File: config.mk
export PLATFORM = sky130hd
export DESIGN_NAME = vga_plot_arbiter
export DESIGN_NICKNAME = d
export VERILOG_FILES = /design/src/rtl/vga_plot_arbiter.sv
export SDC_FILE = /design/constraint.sdc
export NUM_CORES = 1
export LEC_CHECK = 0
export CORE_UTILIZATION = 50
export CTS_CLUSTER_DIAMETER = 80
export DETAILED_ROUTE_END_ITERATION = 10
export PLACE_DENSITY = 0.82
export SLEW_MARGIN = 20
export SYNTH_ARGS = -nofsm -noshare
export SYNTH_HDL_FRONTEND = slang
export SYNTH_SLANG_ARGS = --single-unit
export TNS_END_PERCENT = 20
File: constraint.sdc
create_clock -name iClock -period 3.05 [get_ports iClock]
set_input_delay 0.61 -clock iClock [delete_from_list [all_inputs] [get_ports iClock]]
set_output_delay 0.61 -clock iClock [all_outputs]
set_load 0.01 [all_outputs]
File: src/rtl/vga_plot_arbiter.sv
// vga_plot_arbiter: two-client box plotter with clear-screen sweep.
// Ports: iClock/iReset, iClear, iReq[1:0], per-client X/Y/colour in;
//   oX/oY/oColour/oPlot pixel out, oDone/oClearDone/oBusy status.
module vga_plot_arbiter #(
  parameter logic [7:0] X_BOXSIZE       = 8'd4,
  parameter logic [6:0] Y_BOXSIZE       = 7'd4,
  parameter logic [7:0] X_SCREEN_PIXELS = 8'd160,
  parameter logic [6:0] Y_SCREEN_PIXELS = 7'd120
) (
  input  logic       iClock,
  input  logic       iReset,
  input  logic       iClear,
  input  logic [1:0] iReq,
  input  logic [7:0] iX0,
  input  logic [7:0] iX1,
  input  logic [6:0] iY0,
  input  logic [6:0] iY1,
  input  logic [2:0] iColour0,
  input  logic [2:0] iColour1,
  output logic [7:0] oX,
  output logic [6:0] oY,
  output logic [2:0] oColour,
  output logic       oPlot,
  output logic [1:0] oDone,
  output logic       oClearDone,
  output logic       oBusy
);

  typedef enum logic [1:0] {
    S_IDLE,
    S_CLEAR,
    S_BOX
  } state_e;

  localparam int unsigned BOXN =
    int'(X_BOXSIZE) * int'(Y_BOXSIZE);
  localparam int unsigned PW =
    (BOXN > 1) ? $clog2(BOXN) : 1;
  localparam logic [PW-1:0] PLAST = PW'(BOXN - 1);
  localparam logic [7:0] XLAST = X_SCREEN_PIXELS - 8'd1;
  localparam logic [6:0] YLAST = Y_SCREEN_PIXELS - 7'd1;

  state_e        state_q, state_d;
  logic [PW-1:0] pix_q, pix_d;
  logic [7:0]    cx_q, cx_d;
  logic [6:0]    cy_q, cy_d;
  logic [7:0]    bx_q, bx_d;
  logic [6:0]    by_q, by_d;
  logic [2:0]    bc_q, bc_d;
  logic          owner_q, owner_d;
  logic          last_q, last_d;

  logic       gnt_cli;
  logic [7:0] xoff;
  logic [6:0] yoff;
  logic [7:0] bpx;
  logic [6:0] bpy;
  logic       box_last;
  logic       clr_last;

  // On a tie the client not served last wins.
  assign gnt_cli = (iReq == 2'b11) ? ~last_q : iReq[1];

  // Row-major walk of the box from a single pixel index.
  assign xoff = 8'(32'(pix_q) % 32'(X_BOXSIZE));
  assign yoff = 7'(32'(pix_q) / 32'(X_BOXSIZE));
  assign bpx  = bx_q + xoff;
  assign bpy  = by_q + yoff;

  assign box_last = (pix_q == PLAST);
  assign clr_last = (cx_q == XLAST) && (cy_q == YLAST);

  always_comb begin
    state_d = state_q;
    pix_d   = pix_q;
    cx_d    = cx_q;
    cy_d    = cy_q;
    bx_d    = bx_q;
    by_d    = by_q;
    bc_d    = bc_q;
    owner_d = owner_q;
    last_d  = last_q;
    case (state_q)
      S_IDLE: begin
        if (iClear) begin
          state_d = S_CLEAR;
          cx_d    = '0;
          cy_d    = '0;
        end else if (iReq != 2'b00) begin
          state_d = S_BOX;
          pix_d   = '0;
          owner_d = gnt_cli;
          last_d  = gnt_cli;
          if (gnt_cli) begin
            bx_d = iX1;
            by_d = iY1;
            bc_d = iColour1;
          end else begin
            bx_d = iX0;
            by_d = iY0;
            bc_d = iColour0;
          end
        end
      end
      S_CLEAR: begin
        if (clr_last) begin
          state_d = S_IDLE;
          cx_d    = '0;
          cy_d    = '0;
        end else if (cx_q == XLAST) begin
          cx_d = '0;
          cy_d = cy_q + 7'd1;
        end else begin
          cx_d = cx_q + 8'd1;
        end
      end
      S_BOX: begin
        if (box_last) begin
          state_d = S_IDLE;
          pix_d   = '0;
        end else begin
          pix_d = pix_q + PW'(1);
        end
      end
      default: state_d = S_IDLE;
    endcase
  end

  always_ff @(posedge iClock) begin
    if (iReset) begin
      state_q <= S_IDLE;
      pix_q   <= '0;
      cx_q    <= '0;
      cy_q    <= '0;
      bx_q    <= '0;
      by_q    <= '0;
      bc_q    <= '0;
      owner_q <= 1'b0;
      last_q  <= 1'b1;
    end else begin
      state_q <= state_d;
      pix_q   <= pix_d;
      cx_q    <= cx_d;
      cy_q    <= cy_d;
      bx_q    <= bx_d;
      by_q    <= by_d;
      bc_q    <= bc_d;
      owner_q <= owner_d;
      last_q  <= last_d;
    end
  end

  // Outputs decode straight from registered state.
  always_comb begin
    oX         = '0;
    oY         = '0;
    oColour    = '0;
    oPlot      = 1'b0;
    oDone      = 2'b00;
    oClearDone = 1'b0;
    oBusy      = (state_q != S_IDLE);
    case (state_q)
      S_CLEAR: begin
        oX         = cx_q;
        oY         = cy_q;
        oPlot      = 1'b1;
        oClearDone = clr_last;
      end
      S_BOX: begin
        oX      = bpx;
        oY      = bpy;
        oColour = bc_q;
        oPlot   = (bpx < X_SCREEN_PIXELS) &&
                  (bpy < Y_SCREEN_PIXELS);
        if (box_last) begin
          oDone = owner_q ? 2'b10 : 2'b01;
        end
      end
      default: ;
    endcase
  end

endmodule

# Yosys cells after proc, flatten, opt, wreduce, memory -nomap -nowiden
# Cells that the tools add are included.
# W data, S select, Z words.
classes:
  addsub: 5
  magnitude_cmp: 2
  n_eq_ne: 13
  muxes: 29
  n_bitwise: 2
  n_reduce_logical: 12
ops:
  columns: ["cell", "n"]
  rows:
  - ["$mux W8", 4]
  - ["$pmux W8 S2", 2]
  - ["$mux W7", 4]
  - ["$pmux W7 S2", 2]
  - ["$mux W2", 7]
  - ["$mux W4", 3]
  - ["$reduce_and A3 Y1", 4]
  - ["$ne A2 B2 Y1 const B", 5]
  - ["$add A8 B1 Y8 const B", 1]
  - ["$add A8 B2 Y8", 1]
  - ["$eq A8 B8 Y1 const B", 1]
  - ["$lt A8 B8 Y1 const B", 1]
  - ["$pmux W4 S2", 1]
  - ["$reduce_bool A2 Y1", 4]
  - ["$add A7 B1 Y7 const B", 1]
  - ["$add A7 B2 Y7", 1]
  - ["$eq A7 B7 Y1 const B", 1]
  - ["$lt A7 B7 Y1 const B", 1]
  - ["$mux W3", 2]
  - ["$ne A3 B3 Y1 const B", 2]
  - ["$pmux W2 S3", 1]
  - ["$add A4 B1 Y4 const B", 1]
  - ["$eq A2 B2 Y1 const B", 2]
  - ["$eq A4 B4 Y1 const B", 1]
  - ["other kinds (7)", 10]
totals:
  regBits: 41
  input_bits: 41
  out_inout_bits: 23
  wordCells: 72

# Logic depth before layout (Yosys ltp)
# Gate-level depths: netlist of the first run.
logic_depth:
  word_depth: 4
  ltp_mapped: 8

# Least setup slack after synthesis of the first run
# OpenSTA, ideal clock, no wires.
synth_path:
  kind: "register to output"
  start: "register pix_q[2]"
  end: "output port oY[6]"
  arrival_time_ns: 1.774
  required_ns: 2.440
  setup_slack_ns: 0.666
  path_stages_with_launch: 8
  path_buffers: 0
  cell_sequence: "dfxtp_1 -> ha_1 -> inv_1 -> fa_1 -> nand3b_1 -> nor3_1 -> o21ai_0 -> a21boi_0"
synth_between:
  elab_chain_len: 2
synth_rtl:
  columns: ["item", "line_no", "source"]
  rows:
  - ["from (decl)", "44", "logic [PW-1:0] pix_q, pix_d;"]
  - ["from (signal assigned)", "142", "pix_q <= pix_d;"]
  - ["$add A7 B2 Y7", "68", "assign bpy = by_q + yoff;"]
  - ["$pmux W7 S2", "162", "case (state_q)"]
  - ["to (decl)", "21", "output logic [6:0] oY,"]
# No other way between the ends.

# Worst setup path after layout of the first run
layout_path:
  start: "register pix_q[1]"
  end: "output port oX[7]"
layout_between:
  elab_chain_len: 2
layout_rtl:
  columns: ["item", "line_no", "source"]
  rows:
  - ["$add A8 B2 Y8", "67", "assign bpx = bx_q + xoff;"]
  - ["$pmux W8 S2", "162", null]
  - ["to (decl)", "20", "output logic [7:0] oX,"]
# No other way between the ends.

==> flow_summary.ini, run 1 <==
[layout]
fin_util_pct = 68.7
fin_area_sq_mm = 0.00356
syn_to_final_growth_pct = 30.5
final.fill_count = 421
n_antenna_cell = 0
drive_above_1_share_pct = 8.02
fin_nets = 452

[worst_hold_path]
min_from = owner_q
hold_end = owner_q
hp-class = flop to flop
whs_path_depth = 2

[route]
wirelength_mm = 6.66
drt_first_pass_iters = 4
vias = 2683
drtIter0Drc = 132
ant_nets = 0
route.detailed.drc = 0
detail_route.wl_per_cell_um = 14.2
routed_via_density = 5.72

[sta]
max-slew-margin-rel_pct = 40.7
finalHoldViolCount = 0
slew_viol_final = 0
rsz0062_at_grt = true
whs_ns = 0.484
setup_viol_count_final = 0
finClkSkew_ns = 0.00820
max_freq_ghz = 0.340
fin_crit_ns = 2.94
period_share_pct = 96.5
worst_pin_slew_ns = 0.887

[clock_network]
numCtsBuffers = 5
cts_root_buf = clkbuf_8
clkTransAtPathRegs_ns = 0.08
cts_max_path_buffers = 2
clock_sinks = 41
cts_tree = yes
htree_levels = 2
clock_latency_ns = 0.29

[critical_path]
path_max_fanout = 6
cp_num_cells = 7
r2r_slack_ns = 0.96
reg2reg_depth = 6
path_buf_inv = 2
crit_path_start_kind = flop
arrival_ns = 2.33
critical_path.slowest_cell = clkdlybuf4s50_1
crit_type = flop to primary output
path_cells = ha_1 -> a21oi_2 -> buf_4 -> o31a_1 -> o21ai_0 -> a21boi_0 -> clkdlybuf4s50_1
reg2reg_to = cy_q[0]
critPathMaxStageDelay_ns = 0.56
critPathLaunch = pix_q[1]
critPathRequiredTime_ns = 2.44
cp-end-kind = primary output
worstReg2RegStart = state_q[1]
crit_family = buffers and inverters

[die]
dieArea_sq_mm = 0.00575
core-area_sq_mm = 0.00517
die_height_um = 75.8
io_pins = 64
die_x_um = 75.8
rows = 26
start_util_pct = 52.7

[placed_design]
hpwlAfterDp_mm = 5.11
io_buffers = 63
gp_congestion = 0.892
place_area_sq_mm = 0.00344

[synthesis]
synthCells = 336
synth_seq_cells = 41
synth.distinct_cells = 50
ys_seq_area_share_pct = 30.1
synth_edf_count = 0
synth.yosys.warnings = 0
syn-cell-area_sq_mm = 0.00273
ys_async_sr_fraction_pct = 0
synthFlopType = dfxtp_1
postSynthAreaPerCell_sq_um = 8.11
syn_nets = 389

[grt]
use_met1_pct = 32.5
grt_pass1_vias = 2458
grtUsageTotal_pct = 25.1
grt_pass1_wl_mm = 11.0
grtUsageMet2_pct = 42.2
antenna_found_initial = 0
grt_overflow_total = 0
grt_max_degree = 39
grt_use_met3_pct = 4.63
top_usage_layer = met2

[job]
max_cap_violations = 0

[status]
status = completed

[power]
p_leak_nw = 1.23
powerDensity_mw_per_mm2 = 399
ir_drop_v = 0.000243
==> through the flow <==
step                      worst slack (ns)  total power, mW  instances  setup TNS, ns
after detailed placement             0.109             1.06        461              0
after CTS                          -0.0895             1.42        468        -0.0895
after global routing               -0.0630             1.50        469        -0.0944
after global placement               0.163             1.06        461              0
after floorplan                      0.666            0.908        336              0
final                                0.107             1.42        469              0
==> how the worst max path moves through the flow <==
stage | to | slack [ns]
4_1_cts | oX[4] | -0.09
2_1_floorplan | oY[6] | 0.67
6_report | oX[7] | 0.11
3_3_place_gp | oY[6] | 0.16
5_1_grt | oX[7] | -0.06
3_5_place_dp | oY[6] | 0.11
==> cell usage after synthesis, types with 2 or more instances <==
master	n	area, sq um
a32oi_1	2	17.5
or3_1	3	18.8
a21oi_1	17	85.1
nor2_1	29	109
nand2_1	28	105
dfxtp_1	41	821
nand4_1	2	12.5
buf_2	2	10.0
clkbuf_1	16	60.1
a22oi_1	5	37.5
mux2i_1	20	200
nand3b_1	5	37.5
or4b_1	2	20.0
fa_1	2	40.0
inv_1	15	56.3
o2111ai_1	3	26.3
o21a_1	6	45.0
o31ai_1	3	22.5
o32ai_1	3	26.3
a211oi_1	18	135
nand3_1	7	35.0
a21boi_0	10	75.1
or4_1	4	30.0
nand2b_1	6	37.5
nor2b_1	9	56.3
nor3_1	12	60.1
a31oi_1	3	18.8
o31a_1	2	17.5
o21ai_0	18	90.1
nor4_1	4	25.0
and2_1	5	31.3
ha_1	10	125
xnor2_1	7	61.3
==> logic make-up (layout without fill, tap and decap cells) <==
kind of cell / after synthesis / after routing / synth area share, %
fa+ha+maj: 12 / 12 / 6.06
buf+inv: 35 / 98 / 5.56
xor+xnor: 7 / 7 / 2.25
simple gates: 121 / 121 / 23.2
flops: 41 / 41 / 30.1
compound gates: 99 / 99 / 25.0
mux: 21 / 21 / 7.76
==> sequential cells by signal, indices dropped and copies added, names as in the netlist <==
register  cells
state_q       2
bx_q          8
cx_q          8
last_q        1
pix_q         4
cy_q          7
bc_q          3
owner_q       1
by_q          7
==> repair_timing <==
| action | 4_1_cts | 5_1_grt |
|---|---|---|
| setup buffers | 0 | 1 |
| hold buffers | 0 | 0 |
| pin swaps | 0 | 1 |
| gates resized for setup | 7 | 10 |
| endpoints found under the setup margin | 6 | 8 |
==> per-layer routing <==
metal	part of all wire (%)	up-vias
li1	-	1350
met1	45	1233
met2	49	88
met3	5.5	12
met4	1.3	0
met5	0	-
==> cell type report <==
class | count | area, sq um | share of cell area, %
Sequential cell | 41 | 822 | 23.1
Multi-Input combinational cell | 260 | 1770 | 49.9
Timing Repair Buffer | 76 | 726 | 20.4
Clock inverter | 1 | 7.51 | 0.211
Clock buffer | 6 | 82.6 | 2.32
Tap cell | 70 | 87.6 | 2.46
Inverter | 15 | 56.3 | 1.58
==> placed cells by master (no fill, tap or decap), drive strengths merged, types with 2 or more instances in the layout <==
cell type | Yosys | routed
ha | 10 | 10
o31a | 2 | 2
a31oi | 3 | 3
a21oi | 17 | 17
xnor2 | 7 | 7
nand2b | 6 | 6
buf | 3 | 13
or3 | 3 | 3
nor4 | 4 | 4
or4b | 2 | 2
dlymetal6s2s | 0 | 2
o31ai | 3 | 3
dfxtp | 41 | 41
clkdlybuf4s50 | 0 | 58
o21a | 6 | 6
a22oi | 5 | 5
mux2i | 20 | 20
inv | 15 | 15
a32oi | 2 | 2
fa | 2 | 2
clkbuf | 17 | 7
dlygate4sd2 | 0 | 2
and2 | 5 | 5
or4 | 4 | 4
o2111ai | 3 | 3
a21boi | 10 | 10
a211oi | 18 | 18
nand3b | 5 | 5
nor3 | 12 | 12
nand4 | 3 | 3
o32ai | 3 | 3
o21ai | 18 | 18
nand2 | 28 | 28
nand3 | 7 | 7
nor2 | 29 | 29
nor2b | 9 | 9
==> worst register-to-register path, delay by kind of cell (launching register included) <==
family,cells,cell delay [ns]
compound gates,2,0.46
simple gates,1,0.46
fa+ha+maj,1,0.41
flops,1,0.33
buf+inv,2,0.33
==> where the power goes <==
| part | leakage, nW | total [mW] | switching [mW] | internal [mW] |
|---|---|---|---|---|
| logic | 0.852 | 0.437 | 0.234 | 0.203 |
| clock network | 0.0433 | 0.360 | 0.182 | 0.179 |
| registers | 0.335 | 0.621 | 0.0434 | 0.577 |
| total | 1.23 | 1.42 | 0.458 | 0.959 |
No activity file was read; power rests on OpenSTA's default activity.
==> inputs of run 2 (changes only) <==
--- a/config.mk
+++ b/config.mk
@@ -8,7 +8,7 @@
 export CORE_UTILIZATION = 50
 export CTS_CLUSTER_DIAMETER = 80
 export DETAILED_ROUTE_END_ITERATION = 10
-export PLACE_DENSITY = 0.82
+export PLACE_DENSITY = 0.81
 export SLEW_MARGIN = 20
 export SYNTH_ARGS = -nofsm -noshare
 export SYNTH_HDL_FRONTEND = slang
==> flow_summary.ini, run 2 (same netlist as run 1, synthesis figures left out) <==
[sta]
tns_ns = -0.0519
fin_crit_ns = 3.10
slew_viol_final = 0
finClkSkew_ns = 0.00411
rsz0062_at_grt = true
worst_pin_slew_ns = 0.716
period_share_pct = 102
finalHoldViolCount = 0
worst_slack_ns = -0.0519
max-slew-margin-rel_pct = 52.1
setup_viol_count_final = 1
max_freq_ghz = 0.322

[critical_path]
crit_path_start_kind = flop
path_max_fanout = 5
cp-end-kind = primary output
path_cells = ha_1 -> inv_1 -> fa_1 -> nand3b_1 -> xnor2_1 -> a22oi_1 -> nor2b_1 -> clkdlybuf4s50_1
critPathMaxStageDelay_ns = 0.55
arrival_ns = 2.49
critPathRequiredTime_ns = 2.44
critical_path.slowest_cell = clkdlybuf4s50_1
crit_type = flop to primary output

[job]
max_cap_violations = 0

[placed_design]
io_buffers = 63
place_area_sq_mm = 0.00344
gp_congestion = 0.893
hpwlAfterDp_mm = 5.16

[clock_network]
clock_latency_ns = 0.29
cts_tree = yes
cts_root_buf = clkbuf_8
numCtsBuffers = 5
htree_levels = 2
clock_sinks = 41
clkTransAtPathRegs_ns = 0.08
cts_max_path_buffers = 2
cts_hold_buf = 0

[power]
seq_power_share_pct = 41.0
ir_drop_v = 0.000216
p_int_mw = 1.04
swShare_pct = 31.2
powerDensity_mw_per_mm2 = 425
combPwrFrac_pct = 28.7
p_sw_uw = 474
finalPower_mw = 1.52
power.share.clock_pct = 30.4
p_leak_nw = 1.22

[route]
detail_route.wl_per_cell_um = 14.3
route.detailed.drc = 0
drtIter0Drc = 139
routed_via_density = 5.73
ant_nets = 0
vias = 2681
wirelength_mm = 6.71
drt_first_pass_iters = 5

[die]
start_util_pct = 52.7
core-area_sq_mm = 0.00517
rows = 26
die_height_um = 75.8
die_x_um = 75.8
dieArea_sq_mm = 0.00575
io_pins = 64

[status]
violations = setup timing
status = complete, but fails checks

[layout]
multi_input_area_sq_mm = 0.00178
n_antenna_cell = 0
drive_above_1_share_pct = 7.54
fin_nets = 450
final_cell_mix = clkdlybuf4s50_1 (59), dfxtp_1 (40), nand2_1 (28), nor2_1 (28), mux2i_1 (20)
largest_registers = bx_q (8), cx_q (8)
final.fill_count = 444
fin_area_sq_mm = 0.00358
syn_to_final_growth_pct = 31.2
seq_area_sq_um = 822
final_common_cell = clkdlybuf4s50_1

[grt]
grtUsageTotal_pct = 26.2
grt_overflow_total = 0
grt_max_degree = 39
antenna_found_initial = 0
grt_pass1_wl_mm = 11.6
grt_pass1_vias = 2568

[worst_hold_path]
hp-class = flop to flop
==> run 2: critical path, delay by kind of cell, from the launching register on <==
kind                     cells  cell delay (ns)
buffers and inverters        2             0.61
flip-flops                   1             0.37
XOR/XNOR                     1             0.21
AO/OA/AOI/OAI                1             0.09
AND/OR/NAND/NOR              2             0.36
adder cells (fa/ha/maj)      2             0.57
==> run 2: metal layers <==
| metal | global-route usage, % | wire (um) |
|---|---|---|
| met3 | 4.23 | 276 |
| met2 | 43.4 | 3240 |
| met1 | 34.5 | 3070 |
| met5 | 0 | 0 |
| met4 | 8.85 | 122 |
==> run 2: stage by stage <==
step | std cells | setup WS (ns) | utilization (%) | hold WS (ns)
detailed placement | 460 | 0.0634 | 66.4 | 0.488
global route | 468 | -0.219 | 69.1 | 0.521
finish | 468 | -0.0519 | 69.1 | 0.495
CTS | 468 | -0.135 | 68.8 | 0.501
global placement | 460 | 0.174 | 66.4 | 0.471
floorplan | 336 | 0.666 | - | 0.432
==> run 2: layout make-up <==
cell class	count	area share (%)
Clock inverter	2	1.05
Timing Repair Buffer	74	19.9
Sequential cell	41	23.0
Tap cell	70	2.45
Inverter	15	1.57
Multi-Input combinational cell	260	49.7
Clock buffer	6	2.31
==> run 2: path summary, 6_finish.rpt <==
kind	start	to	slack [ns]	cells after the start
max	pix_q[0]	oX[4]	-0.05	8
min	bc_q[0]	bc_q[0]	0.50	2
max reg2reg	cx_q[0]	state_q[1]	1.16	5
min reg2reg	bc_q[0]	bc_q[0]	0.50	2
==> run 2: power groups by stage <==
stage	Clock (mW)	Combinational, mW	Sequential (mW)
after floorplan	0	0.289	0.620
after global placement	0	0.424	0.630
after detailed placement	0	0.428	0.632
after CTS	0.469	0.432	0.621
after global routing	0.487	0.486	0.630
final	0.461	0.435	0.622
==> run 2: what timing repair did <==
item,in CTS,in global routing
endpoints found under the setup margin,5,10
setup buffers,0,0
resized for setup,6,8
